<file path="config.mk">
export PLATFORM = sky130hd
export DESIGN_NAME = mem_bus_arbiter
export DESIGN_NICKNAME = d
export VERILOG_FILES = /design/src/rtl/mem_bus_arbiter.sv
export SDC_FILE = /design/constraint.sdc
export NUM_CORES = 1
export LEC_CHECK = 0
export ABC_CLOCK_PERIOD_IN_PS = 8300
export BUFFER_PORTS_ARGS = -buffer_cell sky130_fd_sc_hd__buf_2
export CAP_MARGIN = 20
export CORE_AREA = 2 2 214 216
export CTS_BUF_LIST = sky130_fd_sc_hd__clkbuf_2 sky130_fd_sc_hd__clkbuf_4 sky130_fd_sc_hd__clkbuf_8
export CTS_CLUSTER_DIAMETER = 50
export DETAILED_ROUTE_END_ITERATION = 7
export DIE_AREA = 0 0 216 218
export GPL_ROUTABILITY_DRIVEN = 1
export GPL_TIMING_DRIVEN = 1
export HOLD_SLACK_MARGIN = 0.06
export PLACE_DENSITY = 0.31
export REMOVE_ABC_BUFFERS = 1
export SYNTH_ARGS = -nofsm -noshare
export SYNTH_HDL_FRONTEND = slang
export SYNTH_SLANG_ARGS = --single-unit
</file>
<file path="constraint.sdc">
create_clock -name clock -period 8.3 [get_ports clock]
set_clock_uncertainty 0.1 [all_clocks]
set_input_delay 1.66 -clock clock [delete_from_list [all_inputs] [get_ports clock]]
set_output_delay 1.66 -clock clock [all_outputs]
set_load 0.01 [all_outputs]
</file>
<file path="src/rtl/mem_bus_arbiter.sv">
// Purpose: arbitrates the icache and dcache controllers onto the single memory port and routes returning tags to their owner.
// Latency: zero-cycle grant and response/tag routing; ownership and starvation state update on the clock edge.
// Backpressure: there is no queueing here; a rejected grant (response 0) is simply retried by the requester on a later cycle.
//
// Ports:
//   clock, reset                         - system clock, synchronous active-high reset
//   icache2arb_addr/command              - icache request (LOAD or NONE)
//   dcache2arb_addr/command/data         - dcache request (LOAD, STORE or NONE) plus store data
//   mem2arb_response                     - memory accept tag for the granted request, 0 = rejected/none
//   mem2arb_tag/data                     - returning load tag (0 = none) and its data
//   arb2mem_addr/command/data            - the granted request
//   arb2icache_response/tag/data         - accept tag, owned returned tag and data passthrough for icache
//   arb2dcache_response/tag/data         - accept tag, owned returned tag and data passthrough for dcache
//   arb_outstanding                      - number of tags currently owned by either side
//   arb_orphan_tag                       - a nonzero tag returned that nobody owns
module mem_bus_arbiter #(
    parameter int unsigned STARVE_LIMIT = 4
) (
    input  logic        clock,
    input  logic        reset,

    input  logic [63:0] icache2arb_addr,
    input  logic [1:0]  icache2arb_command,

    input  logic [63:0] dcache2arb_addr,
    input  logic [1:0]  dcache2arb_command,
    input  logic [63:0] dcache2arb_data,

    input  logic [3:0]  mem2arb_response,
    input  logic [3:0]  mem2arb_tag,
    input  logic [63:0] mem2arb_data,

    output logic [63:0] arb2mem_addr,
    output logic [1:0]  arb2mem_command,
    output logic [63:0] arb2mem_data,

    output logic [3:0]  arb2icache_response,
    output logic [3:0]  arb2icache_tag,
    output logic [63:0] arb2icache_data,

    output logic [3:0]  arb2dcache_response,
    output logic [3:0]  arb2dcache_tag,
    output logic [63:0] arb2dcache_data,

    output logic [4:0]  arb_outstanding,
    output logic        arb_orphan_tag
);

    // Bus command encoding shared with both cache controllers: 0 none, 1 load, 2 store.
    localparam logic [1:0] BUS_NONE = 2'd0;
    localparam logic [1:0] BUS_LOAD = 2'd1;

    localparam logic [3:0] STARVE_LIM = 4'(STARVE_LIMIT);

    // Ownership table indexed by memory tag. Entry 0 means "no tag" and is
    // held at zero so it can never look owned.
    logic [15:0] own_valid;
    logic [15:0] own_is_dcache;
    logic [15:0] own_valid_nxt;
    logic [15:0] own_is_dcache_nxt;

    // Consecutive accepted dcache transactions while icache was waiting.
    logic [3:0]  starve_cnt;
    logic [3:0]  starve_cnt_nxt;

    logic        icache_req;
    logic        dcache_req;
    logic        starve_hit;
    logic        grant_icache;
    logic        grant_dcache;
    logic [1:0]  granted_cmd;
    logic        accepted;
    logic        alloc;
    logic        tag_nonzero;
    logic        tag_hit;

    // ------------------------------------------------------------------
    // Grant selection
    // ------------------------------------------------------------------
    assign icache_req  = (icache2arb_command != BUS_NONE);
    assign dcache_req  = (dcache2arb_command != BUS_NONE);

    // Once icache has watched STARVE_LIMIT dcache transactions go by, it
    // wins the next cycle regardless of dcache.
    assign starve_hit   = icache_req && (starve_cnt == STARVE_LIM);
    assign grant_dcache = !reset && dcache_req && !starve_hit;
    assign grant_icache = !reset && icache_req && !grant_dcache;

    always_comb begin
        granted_cmd  = BUS_NONE;
        arb2mem_addr = 64'd0;
        arb2mem_data = 64'd0;
        if (grant_dcache) begin
            granted_cmd  = dcache2arb_command;
            arb2mem_addr = dcache2arb_addr;
            arb2mem_data = dcache2arb_data;
        end else if (grant_icache) begin
            granted_cmd  = icache2arb_command;
            arb2mem_addr = icache2arb_addr;
        end
    end

    assign arb2mem_command = granted_cmd;

    assign accepted = (grant_dcache || grant_icache) && (mem2arb_response != 4'd0);
    // Stores complete on accept and never come back with a tag.
    assign alloc    = accepted && (granted_cmd == BUS_LOAD);

    // ------------------------------------------------------------------
    // Accept routing: only the granted side ever sees a nonzero response.
    // ------------------------------------------------------------------
    assign arb2icache_response = grant_icache ? mem2arb_response : 4'd0;
    assign arb2dcache_response = grant_dcache ? mem2arb_response : 4'd0;

    // ------------------------------------------------------------------
    // Tag return routing, looked up against the registered table so a
    // same-cycle reallocation does not steal the returning tag.
    // ------------------------------------------------------------------
    assign tag_nonzero = !reset && (mem2arb_tag != 4'd0);
    assign tag_hit     = tag_nonzero && own_valid[mem2arb_tag];

    assign arb2icache_tag = (tag_hit && !own_is_dcache[mem2arb_tag]) ? mem2arb_tag : 4'd0;
    assign arb2dcache_tag = (tag_hit &&  own_is_dcache[mem2arb_tag]) ? mem2arb_tag : 4'd0;
    assign arb_orphan_tag = tag_nonzero && !own_valid[mem2arb_tag];

    // Consumers qualify data with their tag output, so no muxing is needed.
    assign arb2icache_data = mem2arb_data;
    assign arb2dcache_data = mem2arb_data;

    // ------------------------------------------------------------------
    // Next-state: ownership. Clear before set so a tag returned and
    // reissued in the same cycle ends up owned by the new requester.
    // ------------------------------------------------------------------
    always_comb begin
        own_valid_nxt     = own_valid;
        own_is_dcache_nxt = own_is_dcache;
        if (tag_hit) begin
            own_valid_nxt[mem2arb_tag] = 1'b0;
        end
        if (alloc) begin
            own_valid_nxt[mem2arb_response]     = 1'b1;
            own_is_dcache_nxt[mem2arb_response] = grant_dcache;
        end
        own_valid_nxt[0]     = 1'b0;
        own_is_dcache_nxt[0] = 1'b0;
    end

    // ------------------------------------------------------------------
    // Next-state: starvation counter. A rejected grant leaves the count
    // alone so retries do not count against icache.
    // ------------------------------------------------------------------
    always_comb begin
        starve_cnt_nxt = starve_cnt;
        if (!icache_req) begin
            starve_cnt_nxt = 4'd0;
        end else if (!accepted) begin
            starve_cnt_nxt = starve_cnt;
        end else if (grant_icache) begin
            starve_cnt_nxt = 4'd0;
        end else if (grant_dcache && (starve_cnt < STARVE_LIM)) begin
            starve_cnt_nxt = starve_cnt + 4'd1;
        end
    end

    always_ff @(posedge clock) begin
        if (reset) begin
            own_valid     <= 16'd0;
            own_is_dcache <= 16'd0;
            starve_cnt    <= 4'd0;
        end else begin
            own_valid     <= own_valid_nxt;
            own_is_dcache <= own_is_dcache_nxt;
            starve_cnt    <= starve_cnt_nxt;
        end
    end

    // ------------------------------------------------------------------
    // Outstanding count: population count of the ownership table.
    // ------------------------------------------------------------------
    always_comb begin
        arb_outstanding = 5'd0;
        for (int i = 1; i < 16; i++) begin
            arb_outstanding = arb_outstanding + 5'(own_valid[i]);
        end
    end

endmodule
</file>
### Word level (Yosys, flattened, before mapping)

Index checks and enable logic that the tools add are counted.

| word-level totals | value |
|---|---|
| bits in registers | 36 |
| bits of input ports | 270 |
| output and inout bits | 280 |

| cells by class | value |
|---|---|
| add/sub/neg operators | 15 |
| $lt $le $gt $ge | 5 |
| eq/ne operators | 2 |
| muxes and demuxes | 22 |
| bitwise logic cells | 4 |
| reduce and logical (&&, ||, !) cells | 28 |

Operators with widths:

| kind | count |
|---|---|
| $mux 64 | 3 |
| $add 5x1->5 | 10 |
| $mux 16 | 2 |
| $mux 4 | 6 |
| $and 16x16->16 | 1 |
| $bwmux 16 | 1 |
| $not 16->16 | 1 |
| $or 16x16->16 | 1 |
| $logic_and 1x1->1 | 15 |
| $lt 4x5->1 const B | 2 |
| $bmux 1 s4 | 2 |
| $demux 1 s4 | 2 |
| $ge 4x1->1 const B | 2 |
| $reduce_bool 4->1 | 2 |
| $reduce_bool 2->1 | 3 |
| $add 4x1->5 | 1 |
| $logic_not 1->1 | 5 |
| $add 3x1->4 | 1 |
| $add 4x1->4 const B | 1 |
| $eq 4x3->1 const B | 1 |
| $lt 4x3->1 const B | 1 |
| $mux 1 | 4 |
| $mux 2 | 2 |
| $add 2x1->3 | 1 |
| 6 further kinds | 6 |

### Depth between registers and ports, before layout

Gate-level depths: netlist of the first run.

| logic depth | value |
|---|---|
| depth in word-level cells | 14 |
| gate-level depth with buffers | 10 |

### Worst setup path after synthesis of the first run

OpenSTA, ideal clock, no wires.

| timing | value |
|---|---|
| path type | reg2out |
| from | reg own_valid[1] |
| to | out arb_outstanding[2] |
| arrival | 3.341 ns |
| required time | 6.540 ns |
| slack | 3.199 ns |
| cell stages (with the launch flop) | 9 |
| path buffers | 0 |
| cell sequence | dfxtp_1 inv_1 fa_1 fa_1 fa_1 fa_1 fa_1 fa_1 xnor2_1 |

| between the ends | value |
|---|---|
| longest elaborated chain between the ends | 14 |

Ends and longest elaborated chain:

| element | RTL line | source |
|---|---|---|
| start: declaration | 57 | `logic [15:0] own_valid;` |
| start signal: assignment | 171 | `own_valid <= own_valid_nxt;` |
| $add 1x1->2 | 183 | `arb_outstanding = arb_outstanding + 5'(own_valid[i]);` |
| $add 2x1->3 | 183 |  |
| $add 3x1->4 | 183 |  |
| $add 4x1->5 | 183 |  |
| $add 5x1->5 (10 in a row) | 183 |  |
| end: declaration | 45 | `output logic [4:0] arb_outstanding,` |

No other way between the ends.

### Worst setup path after layout of the first run

| timing | value |
|---|---|
| from | in icache2arb_command[1] |
| to | out arb2mem_data[3] |

| between the ends | value |
|---|---|
| longest elaborated chain between the ends | 5 |

Ends and longest elaborated chain:

| element | RTL line | source |
|---|---|---|
| start: declaration | 23 | `input logic [1:0] icache2arb_command,` |
| $reduce_bool 2->1 | 80 | `assign icache_req = (icache2arb_command != BUS_NONE);` |
| $logic_and 1x1->1 | 85 | `assign starve_hit = icache_req && (starve_cnt == STARVE_LIM);` |
| $logic_not 1->1 | 86 | `assign grant_dcache = !reset && dcache_req && !starve_hit;` |
| $logic_and 1x1->1 | 86 |  |
| $mux 64 | 93 | `if (grant_dcache) begin` |
| end: declaration | 35 | `output logic [63:0] arb2mem_data,` |

No other way between the ends.

==> qor.yml, run 1 <==
drt:
  ant_nets: 0
  drt_iter0_markers: 280
  wl_per_cell_um: 27.5
  drtPass1Iterations: 5
  drcViolationCount: 0
  viasPerCell: 3.81
  finalWirelength_um: 40700
  dr_total_vias: 5634
synth:
  synth-main-ff-cell: "dfxtp_1"
  synth_cells: 676
  ys_types: 50
  syn_area_sq_mm: 0.00462
  post-synth-top-count-cell: "nand2_1"
  synth_edf_count: 0
  ys_seq_area_share_pct: 14.7
  ys.warnings.count: 0
  synth-seq-cells: 34
  avgSynthCellArea_sq_um: 6.83
  yosys.area.top_type: "buf_4"
  synth_top_area_share_pct: 21.1
  synth_area_leaders: "buf_4 (21%), dfxtp_1 (15%), nand2_1 (11%), and2_1 (9.5%), nand3_1 (7.4%)"
  async_reset_ff_share_pct: 0
  ys_top_cells_by_count: "nand2_1 (138), buf_4 (130), and2_1 (70), nand3_1 (68), clkbuf_1 (37)"
worst_setup_path:
  cpPeakStageDelay_ns: 0.66
  crit_required_ns: 6.54
  endpoint_kind: "output pin"
  reg2reg_from: "starve_cnt[0]"
  cp_cell_sequence: "buf_2, nor2_2, nor2_1, nor3_4, buf_4, buf_4, and2_1, buf_2"
  cp-start-kind: "input pin"
  crit_start: "icache2arb_command[1]"
  reg2reg_slack_ns: 6.15
  crit_end: "arb2mem_data[3]"
  r2r_end: "starve_cnt[2]"
  critPathSlowestCell: "buf_4"
  crit_arrival_ns: 3.98
  cp_max_fo: 79
  r2r_cells: 6
  critPathKind: "in -> out"
cells_and_area:
  layout-drive-gt1-share_pct: 44.0
  final_net_count: 1156
  syn_to_final_growth_pct: 33.2
  multi_input_area_sq_mm: 0.00269
  final.fill_count: 5386
  seqCellArea_sq_um: 681
  finalNonFillerCells: 1480
power:
  clkPwrFrac_pct: 21.9
  cell_internal_pwr_uw: 323
  ir_worst_vdd_v: 0.0000460
  power.density_mw_per_mm2: 88.3
  p_comb_share_pct: 47.6
  switching_share_pct: 40.6
  p_leak_nw: 3.21
  switching_power_uw: 220
  seq_power_share_pct: 30.6
  finalPower_uw: 543
clock_tree:
  cts-hold-fix-buffers: 0
  cts-root-buf: "clkbuf_8"
  clkLatencyLatePin_ns: 0.29
  postCtsSetupBuffers: 0
  clk_pin_slew_worst_paths_ns: 0.07
  tritoncts: "yes"
  cts_sinks: 34
  cts_buffer_depth: 2
  cts-resized-gates: 0
  cts-buffers-inserted: 5
  htree_levels: 2
die:
  die_w_um: 216
  fp-row-count: 78
  dieArea_sq_mm: 0.0471
  die_h_um: 218
  initial_core_util_pct: 10.3
  ios: 550
  core_sq_mm: 0.0449
global_route:
  grt_pass1_vias: 5708
  use_met1_pct: 18.0
  gr-max-usage-layer: "met2"
  grt_use_total_pct: 16.5
  met2_usage_pct: 25.2
  grt_overflow_total: 0
  grt_max_degree: 80
  antenna_found_initial: 24
  grt_pass1_wl_um: 52800
  use_met3_pct: 13.8
hold_path:
  min_path_type: "reg -> reg"
placement:
  port_buffers: 356
  dp.cells: 1465
  place.gp.congestion: 0.853
  dp_hpwl_um: 35700
sta:
  fin_crit_ns: 5.74
  setup_viol: 0
  hold_viol: 0
  finalCritPeriodShare_pct: 69.2
  fin_tns_setup_ns: 0
  slew_violations: 0
  hold_slack_ns: 0.376
  relSlewSlack_pct: 28.6
  rsz0062_at_grt: "false"
  fmaxAchievable_ghz: 0.174
  worstMarginPinSlew_ns: 1.07
outcome:
  status: "finished clean"
run:
  drv_cap: 0
## area by class of cell
class	instances	share of cell area, %
diodes	8	0.326
clock buffers	5	1.12
clock inverters	2	0.163
inverters	25	1.53
multi-input cells	443	43.8
flip-flops and latches	34	11.1
well taps	600	12.2
repair buffers	363	29.8
## power groups by stage
| stage | sequential, mW | combinational (mW) | clock (mW) |
|---|---|---|---|
| CTS | 0.166 | 0.265 | 0.126 |
| global route | 0.166 | 0.285 | 0.131 |
| finish | 0.166 | 0.259 | 0.119 |
| detailed placement | 0.170 | 0.263 | 0 |
| global placement | 0.170 | 0.265 | 0 |
| floorplan | 0.169 | 0.107 | 0 |
## worst min path at each step
stage	start	to	cells after the start
CTS	own_is_dcache[7]	own_is_dcache[7]	2
finish	own_is_dcache[7]	own_is_dcache[7]	2
detailed placement	own_is_dcache[3]	own_is_dcache[3]	2
global placement	own_is_dcache[3]	own_is_dcache[3]	2
floorplan	own_valid[5]	own_valid[5]	2
global route	own_is_dcache[9]	own_is_dcache[9]	2
## layer usage
layer	share of wire [%]	wire length, um
met2	42	17200
met4	1.0	416
met5	1.0	418
met3	19	7720
met1	37	14900
## sequential cells by signal, indices dropped and copies added, names as in the netlist
signal         count
starve_cnt         4
own_valid         15
own_is_dcache     15
## critical path, delay by kind of cell
family / cells / cell delay (ns)
buffers and inverters: 4 / 1.40
AND/OR/NAND/NOR: 4 / 0.83
## per-stage QoR
| stage | util (%) | worst slack, ns | cell area (sq um) |
|---|---|---|---|
| 6_report | 13.7 | 2.56 | 6150 |
| 5_1_grt | 13.7 | 2.29 | 6130 |
| 4_1_cts | 13.7 | 2.49 | 6130 |
| 3_5_place_dp | 13.5 | 2.49 | 6050 |
| 3_3_place_gp | 13.5 | 2.51 | 6050 |
| 2_1_floorplan | - | 1.16 | 3450 |
## cells in the final DEF (no fill, tap or decap), types with 10 or more instances in the layout
cell      netlist  routed
fa_1           10      10
mux2i_1        18      18
nand2b_1       19      19
a21oi_1        14      14
buf_2           4     356
inv_1          25      25
o41ai_1        11      11
nand2_1       138     138
nor2_1         11      10
dfxtp_1        34      34
nand4_1        16      16
and2_1         70      70
nand3_1        68      68
## logic make-up after synthesis
kind of cell | share of synthesized area (%)
compound gates | 7.83
xor+xnor | 0.190
fa+ha+maj | 5.42
buf+inv | 27.4
flops | 14.7
mux | 6.10
other cells | 0.0812
simple gates | 38.3
Note: power is estimated with default switching activity, not from simulation.
==> run 2: changes to the inputs <==
ABC_AREA = 1   (was default)
ABC_CLOCK_PERIOD_IN_PS = 4960   (was 8300)
CORE_AREA = 2 2 212 214   (was 2 2 214 216)
DIE_AREA = 0 0 214 216   (was 0 0 216 218)
PLACE_DENSITY = 0.33   (was 0.31)
clock period = 4.96 ns   (was 8.3 ns; I/O delays follow)
==> run 2 against run 1 <==
  * Register-to-register slack got worse by 4.0 ns
  * Critical path depth rose by 1
  * Die area fell by 1.8%
  * Sequential power rose by 70%
  * Clock power rose by 95%
  * Synthesized area rose by 4.3%
  * Hold slack barely moved
  * Via count rose by 10%
  * Power rose by 85%
  * Worst setup slack got worse by 2.4 ns
  * Flip-flop and latch count did not move
  * Critical endpoint is now arb_outstanding[2]
==> qor.yml, run 2 <==
outcome:
  status: "finished clean"
clock_tree:
  tritoncts: "yes"
  cts_buffer_depth: 2  # unchanged
  clkLatencyLatePin_ns: 0.30  # about the same
  postCtsSetupBuffers: 0  # unchanged
  clk_pin_slew_worst_paths_ns: 0.08  # about the same
  cts-root-buf: "clkbuf_8"
  htree_levels: 2  # unchanged
  cts_sinks: 34  # unchanged
  cts-hold-fix-buffers: 0  # unchanged
  cts-buffers-inserted: 5  # unchanged
  cts-resized-gates: 0  # unchanged
worst_setup_path:
  crit_arrival_ns: 3.71  # -0.27 ns
  critPathKind: "reg -> out"
  endpoint_kind: "output pin"
  reg2reg_from: "starve_cnt[0]"
  critPathSlowestCell: "fa_1"
  cp_common_cell: "fa_1"
  r2r_end: "own_is_dcache[13]"
  cp_max_fo: 3  # -96%
  reg2reg_slack_ns: 2.16  # -3.99 ns
  crit_required_ns: 3.87  # -2.67 ns
  cp_cell_sequence: "inv_1, fa_1, fa_1, fa_1, fa_1, fa_2, fa_1, xnor2_1, buf_2"
  cp-start-kind: "flop"
  r2r_cells: 13  # +7
  cpPeakStageDelay_ns: 0.56  # -0.10 ns
sta:
  worstMarginPinSlew_ns: 0.666  # -0.406 ns
  fin_tns_setup_ns: 0  # unchanged
  hold_viol: 0  # unchanged
  fmaxAchievable_ghz: 0.208
  rsz0062_at_grt: "false"
  setup_viol: 0  # unchanged
  fin_ws_ns: 0.162  # -2.39 ns
  relSlewSlack_pct: 55.5  # +27 points
  finalCritPeriodShare_pct: 96.7
  fin_crit_ns: 4.80
  slew_violations: 0  # unchanged
synth:
  post-synth-top-count-cell: "nand2_1"
  synth-seq-cells: 34  # unchanged
  synth_edf_count: 0  # unchanged
  syn_area_sq_mm: 0.00482  # +4.3%
  synth_cells: 868  # +28%
  synth_area_leaders: "buf_4 (20%), nand2_1 (18%), dfxtp_1 (14%), nor2_1 (12%), inv_1 (9.4%)"
  ys_seq_area_share_pct: 14.1  # -0.61 points
  yosys.area.top_type: "buf_4"
  ys.warnings.count: 0  # unchanged
  synth_top_area_share_pct: 20.4  # -0.72 points
  async_reset_ff_share_pct: 0  # unchanged
  ys_types: 25  # -50%
  ys_top_cells_by_count: "nand2_1 (228), nor2_1 (153), buf_4 (131), inv_1 (120), nand3_1 (88)"
  synth-main-ff-cell: "dfxtp_1"
  avgSynthCellArea_sq_um: 5.55  # -19%
power:
  p_leak_nw: 3.83  # +19%
  ir_worst_vdd_v: 0.0000871  # +89%
  power.density_mw_per_mm2: 158  # +79%
die:
  core_sq_mm: 0.0438  # -2.4%
  die_h_um: 216  # -0.92%
  ios: 550  # unchanged
  initial_core_util_pct: 11.0  # +0.70 points
  dieArea_sq_mm: 0.0462  # -1.8%
  die_w_um: 214  # -0.93%
  fp-row-count: 77  # -1.3%
run:
  drv_cap: 0  # unchanged
global_route:
  grt_pass1_vias: 6034  # +5.7%
  grt_pass1_wl_um: 64700  # +22%
  grt_max_degree: 72  # -10%
  antenna_found_initial: 4  # -83%
  grt_use_total_pct: 21.4  # +4.9 points
  grt_overflow_total: 0  # unchanged
cells_and_area:
  final.fill_count: 5259  # -2.4%
  finalNonFillerCells: 1666  # +13%
  reg_top3: "own_is_dcache x15, own_valid x15, starve_cnt x4"
  syn_to_final_growth_pct: 32.7
  fin_area_sq_mm: 0.00639  # +3.9%
  layout-drive-gt1-share_pct: 37.1  # -6.9 points
  final_cell_mix: "buf_2 (356), nand2_1 (228), nor2_1 (153)"
  layout_commonest_cell: "buf_2"
  final_net_count: 1356  # +17%
drt:
  drt_iter0_markers: 367  # +31%
  drtPass1Iterations: 5  # unchanged
  wl_per_cell_um: 30.7  # +12%
  viasPerCell: 3.73  # -1.9%
  drcViolationCount: 0  # unchanged
  ant_nets: 0  # unchanged
  dr_total_vias: 6220  # +10%
  finalWirelength_um: 51200  # +26%
hold_path:
  holdCritStartpoint: "starve_cnt[3]"
  min_path_type: "reg -> reg"
  hold_end: "starve_cnt[3]"
  whs_path_depth: 2  # unchanged
placement:
  place.gp.congestion: 0.961  # +13%
  placed_cell_area_sq_mm: 0.00629  # +3.9%
  dp.cells: 1657  # +13%
  dp_hpwl_um: 47000  # +32%
  port_buffers: 356  # unchanged
  dpl_worst_slack_ns: 0.357  # -2.14 ns
## run 2: metal layers
layer / GRT usage, % / part of all wire, % / vias up
met4: 4.66 / 2.3 / 10
met1: 19.1 / 31 / 2746
met5: 2.19 / 0.49 / -
met3: 18.5 / 19 / 40
li1: - / - / 2865
met2: 36.4 / 47 / 559
## run 2: worst max path at each step
stage	cells after the start	slack, ns	startpoint	end
after floorplan	8	0.53	own_valid[1]	arb_outstanding[2]
after global placement	9	0.41	own_valid[1]	arb_outstanding[2]
after detailed placement	9	0.36	own_valid[1]	arb_outstanding[2]
after CTS	9	0.03	own_valid[1]	arb_outstanding[2]
after global routing	9	0.01	own_valid[6]	arb_outstanding[2]
final	9	0.16	own_valid[1]	arb_outstanding[2]
## run 2: power breakdown
part	internal [mW]	switching [mW]	total (mW)
clock	0.118	0.114	0.232
sequential	0.279	0.00409	0.283
combinational	0.172	0.320	0.492
## run 2: worst max-delay path, delay by kind of cell, from the launching register on
family                     cells  cell delay (ns)
buffers and inverters          2             0.21
xor gates and xnor gates       1             0.15
adders and majority gates      6             2.71
DFF                            1             0.35
## run 2: kinds of logic after synthesis
group / after synthesis / share of synthesized area (%)
xor+xnor: 1 / 0.182
fa+ha+maj: 14 / 5.20
other cells: 1 / 0.0779
compound gates: 39 / 4.31
flops: 34 / 14.1
simple gates: 486 / 42.5
buf+inv: 293 / 33.6
## run 2: layout make-up
cell class / count / area [sq um] / share of cell area, %
diodes: 1 / 2.50 / 0.0392
clock buffers: 7 / 90.1 / 1.41
clock inverters: 1 / 5.00 / 0.0783
inverters: 126 / 474 / 7.42
multi-input cells: 541 / 2530 / 39.6
flip-flops and latches: 34 / 682 / 10.7
well taps: 592 / 741 / 11.6
repair buffers: 364 / 1870 / 29.2
## run 2: through the flow
stage | util, % | hold slack [ns] | total power, mW
5_1_grt | 14.6 | 0.411 | 1.07
4_1_cts | 14.6 | 0.375 | 1.02
3_5_place_dp | 14.3 | 0.363 | 0.788
3_3_place_gp | 14.3 | 0.362 | 0.787
2_1_floorplan | - | 0.345 | 0.494
6_report | 14.6 | 0.376 | 1.01
==> run 3: changes to the inputs <==
ABC_AREA = default   (was 1)
CORE_AREA = 2 2 211 213   (was 2 2 212 214)
DIE_AREA = 0 0 213 215   (was 0 0 214 216)
==> run 3 against run 2 <==
  * Critical path depth unchanged
  * Core utilization fell by 0.31 points
  * Worst setup slack got worse by 0.030 ns
  * Critical path type unchanged
  * Largest power group unchanged
  * Largest cell class unchanged
  * Non-clock buffer count is 4 higher
  * Die area shrank 0.93%
  * Register-to-register slack improved by 0.55 ns
==> qor.yml, run 3 (synthesized netlist as in run 1, its figures left out) <==
placement:
  dp_hpwl_um: 35900  # -24%
  place.gp.congestion: 0.861  # -10%
  placed_cell_area_sq_mm: 0.00610  # -2.9%
  port_buffers: 356  # unchanged
  dp.cells: 1462  # -12%
die:
  fp-row-count: 77  # unchanged
  die_h_um: 215  # -0.46%
  core_sq_mm: 0.0436  # -0.44%
  initial_core_util_pct: 10.6  # -0.41 points
  die_w_um: 213  # -0.47%
  dieArea_sq_mm: 0.0458  # -0.93%
  ios: 550  # unchanged
clock_tree:
  cts-root-buf: "clkbuf_8"
  clkLatencyLatePin_ns: 0.29  # about the same
  cts-hold-fix-buffers: 0  # unchanged
  cts_buffer_depth: 2  # unchanged
  cts-buffers-inserted: 5  # unchanged
  cts_sinks: 34  # unchanged
  clk_pin_slew_worst_paths_ns: 0.08  # about the same
  htree_levels: 2  # unchanged
  tritoncts: "yes"
sta:
  fin_crit_ns: 4.83  # +0.0301 ns
  slew_violations: 0  # unchanged
  fmaxAchievable_ghz: 0.207  # -0.62%
  rsz0062_at_grt: "false"
  fin_tns_setup_ns: 0  # unchanged
  worstMarginPinSlew_ns: 0.593  # -0.0726 ns
  finalCritPeriodShare_pct: 97.3  # +0.61 points
  setup_viol: 0  # unchanged
  hold_viol: 0  # unchanged
  relSlewSlack_pct: 60.4  # +4.9 points
power:
  switching_power_uw: 375  # -15%
  p_leak_nw: 3.25  # -15%
  cell_internal_pwr_uw: 563  # -1.1%
  clkPwrFrac_pct: 23.9  # +0.9 points
  finalPower_uw: 937  # -7.0%
  switching_share_pct: 40.0  # -3.5 points
  seq_power_share_pct: 29.6  # +1.5 points
  ir_worst_vdd_v: 0.0000647  # -26%
  power.density_mw_per_mm2: 151  # -4.5%
  p_comb_share_pct: 46.5  # -2.4 points
worst_setup_path:
  cp-start-kind: "flop"
  crit_start: "own_valid[2]"
  crit_required_ns: 3.87  # about the same
  cp_max_fo: 3  # unchanged
  endpoint_kind: "output pin"
  reg2reg_from: "starve_cnt[0]"
  critPathKind: "reg -> out"
  crit_arrival_ns: 3.74  # +0.03 ns
drt:
  dr_total_vias: 5814  # -6.5%
  finalWirelength_um: 41200  # -20%
  wl_per_cell_um: 27.8  # -9.5%
  ant_nets: 0  # unchanged
  drtPass1Iterations: 7  # +2
  viasPerCell: 3.93  # +5.2%
  drcViolationCount: 0  # unchanged
  drt_iter0_markers: 383  # +4.4%
cells_and_area:
  final_cell_mix: "buf_2 (356), nand2_1 (138), and2_1 (70)"
  syn_to_final_growth_pct: 34.9
  reg_top3: "own_is_dcache x15, own_valid x15, starve_cnt x4"
  finalNonFillerCells: 1480  # -11%
  fin_area_sq_mm: 0.00623  # -2.5%
  final_net_count: 1161  # -14%
  layout_commonest_cell: "buf_2"
  layout-drive-gt1-share_pct: 44.6  # +7.6 points
outcome:
  status: "finished clean"
global_route:
  grt_pass1_vias: 5716  # -5.3%
  grt_max_degree: 136  # +89%
  antenna_found_initial: 44  # +40
  grt_pass1_wl_um: 53300  # -18%
  grt_use_total_pct: 17.3  # -4.1 points
  grt_overflow_total: 0  # unchanged
run:
  drv_cap: 0  # unchanged
hold_path:
  min_path_type: "reg -> reg"
  holdCritStartpoint: "own_is_dcache[9]"
run 3: cell count changes in the layout (fill, tap and decap cells not counted), moves of 18 or more:
cell and delta:
nand2b_1 +19, nand2_1 -90, nand3_1 -20, nor2_1 -143
inv_1 -95, mux2i_1 +18, and2_1 +70
run 3: worst paths after layout:
path / end / depth (start not counted) / slack (ns)
max reg2reg: starve_cnt[3] / 7 / 2.71
min: own_is_dcache[9] / 2 / 0.38
max: arb_outstanding[2] / 9 / 0.13
min reg2reg: own_is_dcache[9] / 2 / 0.38
run 3: layer usage:
layer	GRT usage, %	vias up	wire length (um)	share of wire [%]
li1	-	2499	-	-
met1	20.0	2667	15100	37
met2	25.1	555	16700	41
met3	13.8	77	8490	21
met4	1.40	16	458	1.1
met5	6.79	-	433	1.1
run 3: power by group through the flow:
| stage | logic (mW) | registers [mW] | clock network, mW |
|---|---|---|---|
| global placement | 0.446 | 0.284 | 0 |
| global route | 0.482 | 0.278 | 0.249 |
| CTS | 0.446 | 0.277 | 0.232 |
| floorplan | 0.179 | 0.283 | 0 |
| detailed placement | 0.443 | 0.284 | 0 |
| finish | 0.436 | 0.277 | 0.224 |
run 3: critical path, cell delays in order, from the launching register on:
cell and delay [ns]:
dfxtp_1 0.36, inv_1 0.07, fa_1 0.54, fa_1 0.44, fa_1 0.53, fa_1 0.43, fa_2 0.37, fa_1 0.40
xnor2_1 0.14, buf_2 0.15
run 3: repair_timing:
item	4_1_cts	5_1_grt
gates resized for setup	0	2
endpoints found under the setup margin	0	2
buffers inserted	0	0
run 3: cell type report:
class / instances / area (sq um)
fillers: 5164 / 37400
multi-input cells: 443 / 2690
repair buffers: 368 / 1900
well taps: 592 / 741
flip-flops and latches: 34 / 682
inverters: 25 / 93.8
clock buffers: 6 / 82.6
diodes: 10 / 25.0
clock inverters: 2 / 12.5
run 3: through the flow:
stage / util [%] / hold slack, ns / worst slack, ns
finish: 14.3 / 0.376 / 0.132
floorplan: - / 0.346 / -0.846
CTS: 14.2 / 0.384 / 0.0150
global route: 14.2 / 0.393 / 0.00360
detailed placement: 14.0 / 0.369 / 0.362
global placement: 14.0 / 0.362 / 0.393
